## src/rtl/reg_file_sb.sv

```systemverilog
// -----------------------------------------------------------------------------
// reg_file_sb
//   Integer register file with a per-register pending-write scoreboard.
//   The array has 2**AW entries of XLEN bits. It provides two combinational
//   read ports and one write port that writes on the clock edge. Entry 0 always
//   reads as zero.
//   Decode reserves a destination with issue. Writeback retires the reservation
//   with a write. A flush clears every reservation.
//
// Optional build:
//   REGFILE_BYPASS_EN - forwards a same-cycle writeback to the read ports.
//                       It also hides busy when that writeback retires the
//                       last outstanding reservation.
//
// Ports:
//   clk, rst_n                  clock (rising edge), asynchronous active-low reset
//   i_re                        read enable; low forces both read data outputs to 0
//   i_rs1, i_rs2                read addresses
//   o_read_data1/2              read data (combinational)
//   o_rs1_busy/o_rs2_busy       source register has an outstanding write
//   i_issue_valid, i_issue_rd   decode reserves destination i_issue_rd
//   o_issue_ready               the reservation can be accepted this cycle
//   i_wr, i_rd, i_write_data    writeback port
//   i_flush                     clear all reservations
//   o_err_underflow             sticky: a writeback retired a register with no reservation
// -----------------------------------------------------------------------------
module reg_file_sb #(
  parameter int XLEN   = 32,
  parameter int AW     = 5,
  parameter int PEND_W = 2
) (
  input  logic            clk,
  input  logic            rst_n,
  input  logic            i_re,
  input  logic [AW-1:0]   i_rs1,
  input  logic [AW-1:0]   i_rs2,
  output logic [XLEN-1:0] o_read_data1,
  output logic [XLEN-1:0] o_read_data2,
  output logic            o_rs1_busy,
  output logic            o_rs2_busy,
  input  logic            i_issue_valid,
  input  logic [AW-1:0]   i_issue_rd,
  output logic            o_issue_ready,
  input  logic            i_wr,
  input  logic [AW-1:0]   i_rd,
  input  logic [XLEN-1:0] i_write_data,
  input  logic            i_flush,
  output logic            o_err_underflow
);

  localparam int NREG = 2 ** AW;
  localparam logic [PEND_W-1:0] CNT_MAX = {PEND_W{1'b1}};

  // Entry 0 of both arrays is reset to zero and never written again.
  logic [XLEN-1:0]   mem [NREG];
  logic [PEND_W-1:0] cnt [NREG];

  logic [NREG-1:0] inc;
  logic [NREG-1:0] dec;
  logic            wr_live;

  assign wr_live = i_wr && (i_rd != '0);

  // ---------------------------------------------------------------------------
  // Read ports and busy status
  // ---------------------------------------------------------------------------
  function automatic logic [XLEN-1:0] read_port(input logic [AW-1:0] rs);
    logic [XLEN-1:0] data;
    data = '0;
    if (i_re && (rs != '0)) begin
      data = mem[rs];
`ifdef REGFILE_BYPASS_EN
      if (wr_live && (i_rd == rs)) data = i_write_data;
`endif
    end
    return data;
  endfunction

  function automatic logic busy_port(input logic [AW-1:0] rs);
    logic busy;
    busy = i_re && (rs != '0) && (cnt[rs] != '0);
`ifdef REGFILE_BYPASS_EN
    // The final outstanding write is landing on this edge, so the forwarded
    // data is already the value the consumer is waiting for.
    if (wr_live && (i_rd == rs) && (cnt[rs] == PEND_W'(1))) busy = 1'b0;
`endif
    return busy;
  endfunction

  assign o_read_data1 = read_port(i_rs1);
  assign o_read_data2 = read_port(i_rs2);
  assign o_rs1_busy   = busy_port(i_rs1);
  assign o_rs2_busy   = busy_port(i_rs2);

  // A saturated counter can still take a new reservation when a writeback to
  // the same register retires one in the same cycle; the count stays unchanged.
  assign o_issue_ready = (i_issue_rd == '0)
                      || (cnt[i_issue_rd] != CNT_MAX)
                      || (i_wr && (i_rd == i_issue_rd));

  // ---------------------------------------------------------------------------
  // Per-register increment/decrement strobes
  // ---------------------------------------------------------------------------
  always_comb begin
    // NOTE: default every combinational output before the loop so no path leaves it unassigned (no latch).
    inc = '0;
    dec = '0;
    for (int r = 1; r < NREG; r++) begin
      inc[r] = i_issue_valid && o_issue_ready && (i_issue_rd == AW'(r));
      dec[r] = i_wr && (i_rd == AW'(r));
    end
  end

  // ---------------------------------------------------------------------------
  // Array, scoreboard counters, sticky underflow flag
  // ---------------------------------------------------------------------------
  always_ff @(posedge clk or negedge rst_n) begin
    if (!rst_n) begin
      // NOTE: this array must be reset because the architectural state has to read 0 after reset; it cannot be mapped to RAM.
      for (int r = 0; r < NREG; r++) begin
        mem[r] <= '0;
        cnt[r] <= '0;
      end
      o_err_underflow <= 1'b0;
    end else begin
      // NOTE: non-blocking assignments throughout, so every read above sees pre-edge state.
      // A flush does not cancel the array write; the data still lands.
      if (wr_live) mem[i_rd] <= i_write_data;

      for (int r = 1; r < NREG; r++) begin
        if (i_flush) begin
          cnt[r] <= '0;
        end else if (inc[r] && !dec[r]) begin
          cnt[r] <= cnt[r] + PEND_W'(1);
        end else if (!inc[r] && dec[r]) begin
          if (cnt[r] != '0) cnt[r] <= cnt[r] - PEND_W'(1);
          else              o_err_underflow <= 1'b1;
        end
      end
    end
  end

endmodule

```

## config.mk

```make
export PLATFORM = sky130hd
export DESIGN_NAME = reg_file_sb
export DESIGN_NICKNAME = d
export VERILOG_FILES = /design/src/rtl/reg_file_sb.sv
export SDC_FILE = /design/constraint.sdc
export NUM_CORES = 2
export LEC_CHECK = 0
export ABC_AREA = 0
export BUFFER_PORTS_ARGS = -buffer_cell sky130_fd_sc_hd__buf_2
export CAP_MARGIN = 40
export CORE_MARGIN = 5
export CORE_UTILIZATION = 60
export DETAILED_ROUTE_END_ITERATION = 8
export GPL_TIMING_DRIVEN = 1
export MAX_ROUTING_LAYER = met4
export PLACE_DENSITY = 0.77
export SLEW_MARGIN = 20
export SYNTH_ARGS = -nofsm -noshare
export SYNTH_HDL_FRONTEND = slang
export SYNTH_SLANG_ARGS = --single-unit
export TNS_END_PERCENT = 100
```

## constraint.sdc

```tcl
create_clock -name clk -period 5.22 [get_ports clk]
set_input_delay 0.783 -clock clk [delete_from_list [all_inputs] [get_ports clk]]
set_output_delay 0.783 -clock clk [all_outputs]
set_load 0.005 [all_outputs]
```

==> flow_summary.ini <==
[yosys]
postSynthAreaPerCell_um2 = 13.6
netlist.area_leader.share_pct = 46.0
sequential_area_share_after_synthesis_pct = 46.0
synth_cell_type_count = 67
yosys.cell_count.top_type = sky130_fd_sc_hd__dfrtp_1
netlist_top_cells_count = 1087 x sky130_fd_sc_hd__dfrtp_1, 771 x sky130_fd_sc_hd__mux2_2, 742 x sky130_fd_sc_hd__nand2_1, 657 x sky130_fd_sc_hd__mux4_2, 360 x sky130_fd_sc_hd__clkbuf_1
asyncSetResetFlopFracSynth_pct = 100
yosys_warnings = 2
synth_largest_area_cell = sky130_fd_sc_hd__dfrtp_1
synth_fp_nets = 4402
postSynthRegisterBits = 1087
number_of_enable_type_register_cells_in_the_synthesized_netlist = 0
synth_area_um2 = 59200
synthTopCellsByArea = sky130_fd_sc_hd__dfrtp_1 46%, sky130_fd_sc_hd__mux4_2 25%, sky130_fd_sc_hd__mux2_2 15%, sky130_fd_sc_hd__nand2_1 4.7%, sky130_fd_sc_hd__clkbuf_1 2.3%
netlist_instances = 4344
primary_flip_flop_cell_chosen_by_synthesis_mapping = sky130_fd_sc_hd__dfrtp_1

[cts]
numCtsBuffers = 114
post_cts_hold_buffer_count = 0
clkSinkCount = 1087
cts_root_buffer = sky130_fd_sc_hd__clkbuf_16
clkLatencyLatePin_ps = 720
post_cts_resize_count = 0
clkTransAtPathRegs_ps = 70
cts_buffer_depth = 3
postCtsSetupRepairBufs = 0
htree_num_levels = 3
clock_tree_from_tritoncts = done

[sta]
timing.final.crit_period_ps = 4210
fmax_ghz = 0.238
finalClockSkew_ps = 11.1
rsz0062_at_grt = false
setup-violations-final = 0
maxSlewViolCount = 0
worst_slew_margin_rel_pct = 29.8
setup_tns_ps = 0
setup_ws_ps = 1010
layout_worst_path_cycle_share_pct = 80.6
worst_pin_slew_ps = 1050
timing_hold_violations_final = 0

[setup_path]
worst-r2r-setup-slack_ps = 2170
path_class = in2out
critical_path_required_ps = 4440
r2r-start = cnt[46]
critical_path.max_fanout = 47
rr_worst_depth = 8
path_common_cell = sky130_fd_sc_hd__mux4_2
worst_path_largest_cell_delay_ps = 540
worst_ep_arrival_time_ps = 3420
timing.critical_path.cells = buf_8 -> buf_12 -> mux4_2 -> mux4_2 -> mux2i_1 -> nor2_1 -> buf_2
startpoint_type = input pin
critical_path.endpoint_type = output pin
crit_path_top_delay_cell = sky130_fd_sc_hd__mux4_2
rr_endpoint = o_err_underflow

[power_and_ir_drop]
ir_drop_mv = 0.293
comb_power_share_pct = 19.8
fin_total_pwr_mw = 24.4
share_seq_of_total_power_pct = 45.2
p_leak_nw = 29.0
power_switching_share_pct = 26.6
clockPowerShare_pct = 35.1
internal-power_mw = 17.9
power_density_nw_per_um2 = 374
p_switching_mw = 6.48

[die]
ios = 126
die-width_um = 324
die_h_um = 324
std_cell_rows = 115
start_util_pct = 60.3
fp.coreArea_um2 = 98100
die_area_um2 = 105000

[detailed_routing]
detail_route.iter0.violations = 4595
route.met3.wl_um = 17900
route.final.wire_length_um = 172000
routed-via-count = 39700
detail_route.first_pass.iterations = 6
detail-route-antenna-nets = 0
dr.max_layer_used = met4
drc_violations = 0
post_drt_via_cell_ratio = 7.03
route.layer.met1.wl_um = 64700
met2_length_um = 80800
drt_wl_cell_um = 30.5

[placed_design]
place_worst_setup_slack_ps = 1040
place_inst = 5426
detailedPlacementHpwl_um = 101000
numPortBuffers = 125
placer_congestion_estimate = 0.936

[global_route]
maximum_number_of_pins_on_one_net_before_global_route_repair = 113
tot_gr_track_use_pct = 34.6
overflow = 0
grt_first_pass_wirelength_um = 263000
antenna_violations_before_repair = 4
grt_pass1_vias = 41300

[cells_and_area]
finish.net_count = 4315
finalCoreUtilization_pct = 66.6
layout_cells_sized_above_1_pct = 44.1
area_delta_synth_final_pct = 10.4
instances_no_fill = 5641

[flow_run]
cap_violations = 0

[hold_path]
min-delay-path-class = in2async

[status]
run_status = complete, no violations
-- cell type report --
type | count | area, µm²
Fill cell | 6782 | 32800
Multi-Input combinational cell | 2807 | 30400
Sequential cell | 1087 | 27200
Clock buffer | 170 | 3400
Timing Repair Buffer | 244 | 2120
Tap cell | 1287 | 1610
Clock inverter | 41 | 569
Inverter | 3 | 11.3
Antenna cell | 2 | 5.00
-- layout by cell type (no fill, tap or decap), types with 27 or more instances in the layout --
| master | count |
|---|---|
| sky130_fd_sc_hd__nor3_1 | 27 |
| sky130_fd_sc_hd__buf_2 | 114 |
| sky130_fd_sc_hd__a21oi_1 | 58 |
| sky130_fd_sc_hd__nand2_1 | 721 |
| sky130_fd_sc_hd__o21ai_0 | 46 |
| sky130_fd_sc_hd__nor2_1 | 164 |
| sky130_fd_sc_hd__buf_12 | 34 |
| sky130_fd_sc_hd__a211oi_1 | 39 |
| sky130_fd_sc_hd__clkbuf_16 | 116 |
| sky130_fd_sc_hd__buf_4 | 83 |
| sky130_fd_sc_hd__dfrtp_1 | 1087 |
| sky130_fd_sc_hd__mux4_2 | 657 |
| sky130_fd_sc_hd__clkbuf_8 | 29 |
| sky130_fd_sc_hd__mux2_2 | 771 |
| sky130_fd_sc_hd__mux2i_1 | 67 |
-- worst max-delay path, delay by kind of cell --
kind,cells,cell delay [ps]
and+or+nand+nor,1,100
buffers and inverters,3,970
muxes,3,1460
-- state kept, by name (all words and copies together), names as in the netlist --
signal	count
cnt	62
o_err_underflow	1
mem	1024
-- power by group through the flow --
stage,clock network (mW),registers (mW),logic [mW]
final,8.56,11.0,4.83
after global routing,9.01,11.2,5.18
after CTS,8.64,11.0,4.83
after detailed placement,0,11.1,4.80
after global placement,0,11.0,4.64
after floorplan,0,10.7,3.71
-- through the flow --
stage | instance area (µm²) | hold slack, ps
floorplan | 59200 | 441
global placement | 61100 | 376
detailed placement | 61300 | 382
CTS | 65300 | 194
global route | 65300 | 244
finish | 65300 | 128
-- layer usage --
metal | up-vias | track usage (%)
met5 | - | -
met4 | 0 | 14.2
met3 | 513 | 6.78
met2 | 2220 | 52.5
met1 | 20900 | 47.1
li1 | 16000 | -
-- how the worst max path moves through the flow --
stage | start | slack [ps] | end
after floorplan | i_rs1[0] | 1540 | o_read_data1[10]
after global placement | i_rs2[0] | 1050 | o_read_data2[27]
after detailed placement | i_rs2[0] | 1040 | o_read_data2[27]
after CTS | i_rs2[0] | 1030 | o_read_data2[9]
after global routing | i_rs2[0] | 870 | o_read_data2[19]
final | i_rs2[0] | 1010 | o_read_data2[27]
-- cells by family after synthesis --
logic type,count (synthesis),synth area share [%]
mux,1495,40.8
buf+inv,450,3.00
xor+xnor,8,0.118
simple gates,1085,7.68
flops,1087,46.0
compound gates,219,2.43
Note: power is estimated with default switching activity, not from simulation.
